`src/rtl/fetch_pair_queue_pkg.sv`:
```
// Shared definitions for the fetch pair queue and the dual-issue relayer:
// NOP encoding, instruction field positions and the default queue depth.
package fetch_pair_queue_pkg;

  localparam int unsigned DEPTH_DEFAULT = 8;
  localparam int unsigned INSTR_W       = 16;
  localparam int unsigned PC_W          = 16;

  localparam logic [INSTR_W-1:0] NOP = 16'h0000;

  localparam int unsigned OPC_MSB = 15;
  localparam int unsigned OPC_LSB = 12;
  localparam int unsigned IMM_BIT = 11;
  localparam int unsigned RD_MSB  = 10;
  localparam int unsigned RD_LSB  = 8;
  localparam int unsigned RS1_MSB = 7;
  localparam int unsigned RS1_LSB = 5;
  localparam int unsigned RS2_MSB = 4;
  localparam int unsigned RS2_LSB = 2;

  typedef struct packed {
    logic [3:0] opcode;
    logic       imm;
    logic [2:0] rd;
    logic [2:0] rs1;
    logic [2:0] rs2;
    logic [1:0] rsvd;
  } instr_fields_t;

  typedef enum logic [1:0] {
    POP_NONE      = 2'd0,
    POP_ONE       = 2'd1,
    POP_TWO       = 2'd2,
    POP_TWO_ALIAS = 2'd3
  } pop_req_e;

  // The relayer never consumes more than two; code 3 is treated as two.
  function automatic logic [1:0] pop_clamp(input pop_req_e req);
    logic [1:0] n;
    n = 2'd0;
    case (req)
      POP_NONE:      n = 2'd0;
      POP_ONE:       n = 2'd1;
      POP_TWO:       n = 2'd2;
      POP_TWO_ALIAS: n = 2'd2;
      default:       n = 2'd0;
    endcase
    return n;
  endfunction

endpackage

```
`src/rtl/fetch_queue_store.sv`:
```
// DEPTH x 16 register file for the fetch queue: two write ports, two
// combinational read ports, asynchronously cleared to NOP.
module fetch_queue_store
  import fetch_pair_queue_pkg::*;
#(
  parameter int unsigned DEPTH = DEPTH_DEFAULT,
  parameter int unsigned AW    = $clog2(DEPTH)
) (
  input  logic               clk,
  input  logic               rst,
  input  logic               i_we0,
  input  logic [AW-1:0]      i_waddr0,
  input  logic [INSTR_W-1:0] i_wdata0,
  input  logic               i_we1,
  input  logic [AW-1:0]      i_waddr1,
  input  logic [INSTR_W-1:0] i_wdata1,
  input  logic [AW-1:0]      i_raddr0,
  input  logic [AW-1:0]      i_raddr1,
  output logic [INSTR_W-1:0] o_rdata0,
  output logic [INSTR_W-1:0] o_rdata1
);

  logic [INSTR_W-1:0] r_mem [DEPTH];

  always_ff @(posedge clk or posedge rst) begin
    if (rst) begin
      for (int unsigned i = 0; i < DEPTH; i++) begin
        r_mem[i] <= NOP;
      end
    end else begin
      if (i_we0) r_mem[i_waddr0] <= i_wdata0;
      if (i_we1) r_mem[i_waddr1] <= i_wdata1;
    end
  end

  assign o_rdata0 = r_mem[i_raddr0];
  assign o_rdata1 = r_mem[i_raddr1];

endmodule

```
`src/rtl/fetch_pair_queue.sv`:
```
// Instruction fetch queue: fetches two words per cycle into a circular
// buffer and presents the two oldest entries to the dual-issue relayer.
module fetch_pair_queue
  import fetch_pair_queue_pkg::*;
#(
  parameter int unsigned    DEPTH    = DEPTH_DEFAULT,
  parameter logic [PC_W-1:0] PC_RESET = 16'h0000
) (
  input  logic                       clk,
  input  logic                       rst,
  input  logic                       fetch_en,
  output logic [PC_W-1:0]            imem_addr,
  input  logic [INSTR_W-1:0]         imem_rdata0,
  input  logic [INSTR_W-1:0]         imem_rdata1,
  input  logic                       redirect_valid,
  input  logic [PC_W-1:0]            redirect_pc,
  input  logic [1:0]                 pop_cnt,
  output logic [INSTR_W-1:0]         instr1_o,
  output logic [INSTR_W-1:0]         instr2_o,
  output logic [$clog2(DEPTH):0]     count_o
);

  localparam int unsigned AW = $clog2(DEPTH);
  localparam int unsigned CW = AW + 1;
  localparam logic [CW-1:0] PUSH_MAX = CW'(DEPTH - 2);

  if ((DEPTH < 4) || ((DEPTH & (DEPTH - 1)) != 0)) begin : g_bad_depth
    $error("fetch_pair_queue: DEPTH must be a power of two and at least 4");
  end

  logic [AW-1:0]      r_rd_ptr;
  logic [AW-1:0]      r_wr_ptr;
  logic [CW-1:0]      r_count;
  logic [PC_W-1:0]    r_pc;

  logic               w_push;
  logic [1:0]         w_pop_req;
  logic [CW-1:0]      w_pop_eff;
  logic [CW-1:0]      w_push_amt;
  logic [AW-1:0]      w_wr_ptr1;
  logic [AW-1:0]      w_rd_ptr1;
  logic [INSTR_W-1:0] w_rdata0;
  logic [INSTR_W-1:0] w_rdata1;

  assign w_push     = fetch_en && !redirect_valid && (r_count <= PUSH_MAX);
  assign w_pop_req  = pop_clamp(pop_req_e'(pop_cnt));
  assign w_pop_eff  = (CW'(w_pop_req) > r_count) ? r_count : CW'(w_pop_req);
  assign w_push_amt = w_push ? CW'(2) : '0;
  assign w_wr_ptr1  = r_wr_ptr + AW'(1);
  assign w_rd_ptr1  = r_rd_ptr + AW'(1);

  // Redirect outranks push and pop; stale entries are left in place and
  // hidden by the zeroed count rather than cleared.
  always_ff @(posedge clk or posedge rst) begin
    if (rst) begin
      r_rd_ptr <= '0;
      r_wr_ptr <= '0;
      r_count  <= '0;
      r_pc     <= PC_RESET;
    end else if (redirect_valid) begin
      r_rd_ptr <= '0;
      r_wr_ptr <= '0;
      r_count  <= '0;
      r_pc     <= redirect_pc;
    end else begin
      r_rd_ptr <= r_rd_ptr + AW'(w_pop_eff);
      r_count  <= r_count + w_push_amt - w_pop_eff;
      if (w_push) begin
        r_wr_ptr <= r_wr_ptr + AW'(2);
        r_pc     <= r_pc + PC_W'(2);
      end
    end
  end

  fetch_queue_store #(
    .DEPTH (DEPTH),
    .AW    (AW)
  ) u_store (
    .clk      (clk),
    .rst      (rst),
    .i_we0    (w_push),
    .i_waddr0 (r_wr_ptr),
    .i_wdata0 (imem_rdata0),
    .i_we1    (w_push),
    .i_waddr1 (w_wr_ptr1),
    .i_wdata1 (imem_rdata1),
    .i_raddr0 (r_rd_ptr),
    .i_raddr1 (w_rd_ptr1),
    .o_rdata0 (w_rdata0),
    .o_rdata1 (w_rdata1)
  );

  always_comb begin
    instr1_o = NOP;
    instr2_o = NOP;
    if (r_count >= CW'(1)) instr1_o = w_rdata0;
    if (r_count >= CW'(2)) instr2_o = w_rdata1;
  end

  assign imem_addr = r_pc;
  assign count_o   = r_count;

endmodule

```
`config.mk`:
```
export PLATFORM = sky130hd
export DESIGN_NAME = fetch_pair_queue
export DESIGN_NICKNAME = d
export VERILOG_FILES = /design/src/rtl/fetch_pair_queue_pkg.sv /design/src/rtl/fetch_queue_store.sv /design/src/rtl/fetch_pair_queue.sv
export SDC_FILE = /design/constraint.sdc
export NUM_CORES = 1
export LEC_CHECK = 0
export ABC_AREA = 1
export ABC_CLOCK_PERIOD_IN_PS = 5300
export CORE_ASPECT_RATIO = 1.75
export CORE_MARGIN = 4
export CORE_UTILIZATION = 37
export CTS_CLUSTER_DIAMETER = 60
export CTS_CLUSTER_SIZE = 14
export DETAILED_ROUTE_END_ITERATION = 10
export GPL_ROUTABILITY_DRIVEN = 0
export GPL_TIMING_DRIVEN = 0
export SLEW_MARGIN = 15
export SYNTH_ARGS = -nofsm -noshare
export SYNTH_HDL_FRONTEND = slang
export SYNTH_SLANG_ARGS = --single-unit
```
`constraint.sdc`:
```
create_clock -name clk -period 5.3 [get_ports clk]
set_input_delay 1.06 -clock clk [delete_from_list [all_inputs] [get_ports clk]]
set_output_delay 1.06 -clock clk [all_outputs]
set_load 0.02 [all_outputs]
```
# Word-level counts from Yosys, hierarchy flattened

Cells that the tools add are included.

Bits in registers: 154
Output and inout bits: 52
Word-level logic and storage cells: 69

$add $sub $neg: 7
Order comparisons: 10
Equal/unequal tests: 3
Multiplexer cells: 25
Bitwise operators: 4
Reductions and logical operators: 8

Operators with widths:

| cell                  | number |
|---|---|
| $bwmux 128            | 2 |
| $mux 128              | 2 |
| $mux 16               | 10 |
| $bmux 16 s3           | 2 |
| $demux 16 s3          | 2 |
| $add 16x2->16 const B | 1 |
| $ge 4x4->1 const B    | 4 |
| $not 3->4             | 4 |
| $mux 3                | 3 |
| $lt 4x1->1 const B    | 2 |
| $mux 4                | 2 |
| $add 3x1->3 const B   | 2 |
| $pmux 2 s3            | 1 |
| $add 4x2->4           | 1 |
| $eq 2x2->1 const B    | 2 |
| $ge 4x1->1 const B    | 1 |
| $ge 4x2->1 const B    | 1 |
| $gt 2x4->1            | 1 |
| $le 4x3->1 const B    | 1 |
| $logic_and 1x1->1     | 4 |
| $sub 4x4->4           | 1 |
| $add 3x2->3 const B   | 1 |
| $add 3x3->3           | 1 |
| $eq 2x1->1 const B    | 1 |
| 5 further kinds       | 5 |

# Depth between registers and ports, before layout

Word-level depth: 9
Mapped depth: 15
Gate-level depth less buffers: 14

# Hierarchy

Synthesis repeated with hierarchy kept, for this count alone.

Cell total of the unflattened synthesis: 1,935
Area, all modules: 11,348.4 sq um

By module, submodules not included:

| module            | instances | cells an instance | area each (sq um) | sequential area each (sq um) |
|---|---|---|---|---|
| fetch_queue_store | 1         | 1,619             | 9,347.7           | 3,203.1 |
| fetch_pair_queue  | 1         | 316               | 2,000.7           | 625.6 |

# Worst setup path after synthesis

No wires, ideal clock.

Path type: in2reg
From: input pop_cnt[1]
To: register r_count[3], in the netlist count_o[3]
Data arrival time: 3.328 ns
Required time: 5.177 ns
Slack: 1.849 ns
Stages: 13
Buffers on the path: 0
Path through: inv_1 > nand2_1 > ha_1 > a21oi_1 > nand2_1 > o21ai_0 > inv_1 > fa_1 > ha_1 > inv_1 > fa_1 > o21ai_0 > a21oi_1

Longest elaborated chain between the ends: 7
Elaborated cells on any way between the ends: 10

RTL lines:

| item                      | RTL line                   | RTL |
|---|---|---|
| start, declared           | fetch_pair_queue.sv:17     | `input logic [1:0] pop_cnt,` |
| $eq 2x2->1                | fetch_pair_queue_pkg.sv:41 | `case (req)` |
| $reduce_or 2->1 (no line) | -                          |  |
| $pmux 2 s3 *              | fetch_pair_queue_pkg.sv:41 |  |
| $gt 2x4->1                | fetch_pair_queue.sv:47     | `assign w_pop_eff = (CW'(w_pop_req) > r_count) ? r_count : CW'(w_pop_req);` |
| $mux 4 *                  | fetch_pair_queue.sv:47     |  |
| $sub 4x4->4 *             | fetch_pair_queue.sv:67     | `r_count <= r_count + w_push_amt - w_pop_eff;` |
| $mux 4 *                  | fetch_pair_queue.sv:60     | `end else if (redirect_valid) begin` |
| end signal, assigned      | fetch_pair_queue.sv:67     |  |
| end, declared             | fetch_pair_queue.sv:33     | `logic [CW-1:0] r_count;` |

Mark *: on every way between the ends. The rest lies on a longest branch, timed or not.
A chain may end at the register's enable or synchronous reset.

# Worst setup path in the final report

From: register r_rd_ptr[1]
To: output instr2_o[15]

Longest elaborated chain between the ends: 6

RTL lines:

| item                                       | RTL line                | RTL |
|---|---|---|
| start, declared                            | fetch_pair_queue.sv:31  | `logic [AW-1:0] r_rd_ptr;` |
| start signal, assigned                     | fetch_pair_queue.sv:66  | `r_rd_ptr <= r_rd_ptr + AW'(w_pop_eff);` |
| $add 3x1->3                                | fetch_pair_queue.sv:50  | `assign w_rd_ptr1 = r_rd_ptr + AW'(1);` |
| $not 3->4 (not written as such)            | fetch_queue_store.sv:37 | `assign o_rdata1 = r_mem[i_raddr1];` |
| $bmux 16 s3                                | fetch_queue_store.sv:37 |  |
| $mux 16 (not written as such) (2 in a row) | fetch_queue_store.sv:37 |  |
| $mux 16                                    | fetch_pair_queue.sv:97  | `if (r_count >= CW'(2)) instr2_o = w_rdata1;` |
| end, declared                              | fetch_pair_queue.sv:19  | `output logic [INSTR_W-1:0] instr2_o,` |

No other way between the ends. The select of a mux whose other input is x is not followed.

==> flow_metrics.tcl <==
set metrics [dict create \
    status "finished, final reports clean" \
    syn_area_um2 9120 \
    portBuffers 105 \
    syn-num-nets 1328 \
    antennaDiodeCount 0 \
    rrSetupSlack_ps 2140 \
    cts.htree.levels 4 \
    report.final.hold_viol_count 0 \
    period_needed_ps 4400 \
    worstPathRequired_ps 4240 \
    dp.cells 1667 \
    fin_worst_skew_ps 12.5 \
    p_sw_share_pct 48.4 \
    hold_buffers 0 \
    nets 1453 \
    num_rows 75 \
    combinationalPowerShare_pct 58.2 \
    path_buf_inv 3 \
    critPathMaxStageDelay_ps 640 \
    ys.warnings.count 0 \
    layout_setup_ws_ps 905 \
    fmax_ghz 0.228 \
    worstMarginPinSlew_ps 885 \
    max_cap_violations 0 \
    fillers 2449 \
    netlist_instances 1253 \
    cp.arrival_ps 3340 \
    ff2ff_path_depth 13 \
    syn_to_final_growth_pct 23.1 \
    antenna_found_initial 0 \
    yosys_most_used_dff "dfrtp_1" \
    grt_max_degree 94 \
    setup.worst_path.end "instr2_o[15]" \
    grt_pass1_wl_um 54200 \
    seq_area_frac_synth_pct 42.0 \
    final_cells 1699 \
    p_leak_nw 5.19 \
    insertion_delay_ps 450 \
    cts_setup_buffers 0 \
    synthArstFlopShare_pct 100 \
    cts_resized 0 \
    clock_sinks 153 \
    p_clk_share_pct 16.7 \
    crit_type "flop to primary output" \
    routedWlPerCell_um 20.9 \
    core_area_um2 24100 \
    vias_per_cell 5.44 \
    crit_path_start_kind "flop" \
    p_int_mw 4.13 \
    utilization_pct 46.6 \
    slew-limit-headroom_pct 40.7 \
    grt_overflow 0 \
    track_usage_pct 26.2 \
    worstHoldPathType "flop to flop" \
    cts_tree "done" \
    drc 0 \
    crit_top_cell "nand3_1" \
    drt_iter0_drc 866 \
    pin_count 106 \
    rsz0062_at_grt "false" \
    multi_input_area_um2 4310 \
    critPathTopFamily "buffers and inverters" \
    finalSetupViolations 0 \
    fin_setup_tns_ps 0 \
    synth-edff-count 0 \
    die_w_um 127 \
    layout.area.seq_um2 3830 \
    clock_path_buffers 2 \
    vias 9250 \
    cp_max_fo 10 \
    initial_utilization_pct 37.8 \
    ys_types 27 \
    drtPass1Iterations 5 \
    cts.clk_slew.worst_paths_ps 60 \
    cts_root_buffer "clkbuf_16" \
    endpoint_kind "primary output" \
    dieArea_um2 27300 \
    critPathLaunch "r_rd_ptr[1]$_DFF_PP0_" \
    cts_made_buffers 17 \
    cp.depth 8 \
    place_ws_ps 1070 \
    switchingPower_mw 3.88 \
    rr_startpoint "count_o[1]$_DFF_PP0_" \
    grt_pass1_vias 9507 \
    r2r_end "count_o[3]$_DFF_PP0_" \
    drive_above_1_share_pct 8.48 \
    seq_power_share_pct 25.0 \
    slowest_stage "clkdlybuf4s50_1" \
    die_y_um 216 \
    ys_ff_latch 153 \
    wirelength_um 35500 \
    powerDensity_nw_per_um2 714 \
    period_share_pct 82.9 \
    drv_slew 0 \
    antenna_left 0 \
    dp_hpwl_um 25200 \
    worstPathCellList "ha_1, buf_2, buf_1, nand3_1, nand3_1, nand2_1, nor2_1, clkdlybuf4s50_1" \
    ir_worst_vdd_uv 363 \
    avgSynthCellArea_um2 7.28 \
]
==> layer usage <==
metal  GRT usage [%]  vias to the layer above  share of wire (%)
li1                -                     4313                  -
met3            5.86                      135                7.5
met1            28.8                     4316                 36
met5               0                        -                  0
met4            15.1                        0                5.9
met2            45.9                      486                 51
==> worst register-to-register path: cells and delay by family, from the launching register on <==
family / cells / cell delay, ps
AOI/OAI and AO/OA: 4 / 750
adders and majority gates: 4 / 1350
and+or+nand+nor: 1 / 140
buffers and inverters: 4 / 320
DFF: 1 / 480
==> state kept, by name, summed over array words and instances (netlist names) <==
register       flops
imem_addr         16
r_wr_ptr           2
u_store.r_mem    128
r_rd_ptr           3
count_o            4
==> power by group through the flow <==
stage | registers (mW) | clock network (mW) | logic, mW
after floorplan | 1.97 | 0 | 2.79
after global placement | 2.00 | 0 | 4.54
after detailed placement | 2.01 | 0 | 4.59
after CTS | 1.99 | 1.36 | 4.62
after global routing | 2.06 | 1.40 | 5.11
final | 2.01 | 1.34 | 4.67
==> worst min path at each step <==
stage	startpoint	to	slack (ps)	cells after the start
floorplan	u_store.r_mem[0]$_DFFE_PP0P_	u_store.r_mem[0]$_DFFE_PP0P_	450	2
global placement	imem_addr[0]$_DFFE_PP0P_	imem_addr[0]$_DFFE_PP0P_	460	2
detailed placement	imem_addr[0]$_DFFE_PP0P_	imem_addr[0]$_DFFE_PP0P_	460	2
CTS	imem_addr[0]$_DFFE_PP0P_	imem_addr[0]$_DFFE_PP0P_	480	2
global route	imem_addr[0]$_DFFE_PP0P_	imem_addr[0]$_DFFE_PP0P_	500	2
finish	imem_addr[0]$_DFFE_PP0P_	imem_addr[0]$_DFFE_PP0P_	480	2
==> Yosys cell counts (4+ instances only) <==
master    instances  area, um^2
a21oi_1          96         480
buf_1             4        15.0
buf_2            32         160
buf_6             8        90.1
clkbuf_1         33         124
dfrtp_1         153        3830
ha_1             18         225
inv_1           150         563
nand2_1         326        1220
nand3_1          70         350
nand4_1           7        43.8
nor2_1           88         330
o211ai_1         51         383
o21ai_0         157         786
o21ai_2          32         280
o21bai_1          5        37.5
==> logic make-up (layout without fill, tap and decap cells) <==
| kind of cell | after synthesis | count (layout) | share of synthesized area [%] |
|---|---|---|---|
| buf+inv | 234 | 372 | 10.8 |
| simple gates | 498 | 498 | 22.1 |
| compound gates | 344 | 344 | 21.7 |
| xor+xnor | 3 | 3 | 0.288 |
| fa+ha+maj | 21 | 21 | 3.13 |
| flops | 153 | 153 | 42.0 |
==> placed cells by master (no fill, tap or decap), types with 4 or more instances in the layout <==
cell type,instances
nand2_1,326
o21ai_0,157
dfrtp_1,153
inv_1,149
clkdlybuf4s50_1,105
a21oi_1,96
nor2_1,88
nand3_1,70
o211ai_1,51
clkbuf_1,33
o21ai_2,32
buf_2,32
ha_1,18
clkbuf_16,17
buf_6,8
nand4_1,7
o21bai_1,5
clkinv_4,5
buf_1,4
bufinv_16,4
==> metrics by stage <==
| stage | power [mW] | hold WS (ps) | cell area (um^2) |
|---|---|---|---|
| 3_3_place_gp | 6.55 | 461 | 10600 |
| 6_report | 8.02 | 480 | 11200 |
| 2_1_floorplan | 4.76 | 455 | 9120 |
| 4_1_cts | 7.97 | 483 | 11200 |
| 3_5_place_dp | 6.60 | 464 | 10600 |
| 5_1_grt | 8.57 | 496 | 11200 |
==> cell type report <==
type / instances / area share (%)
tap: 308 / 3.43
sequential: 153 / 34.1
multi-input combinational: 866 / 38.4
buffer: 79 / 3.60
clock buffer: 18 / 3.91
clock inverter: 14 / 1.76
inverter: 155 / 5.25
timing repair buffer: 106 / 9.60
Note: power is estimated with default switching activity, not from simulation.
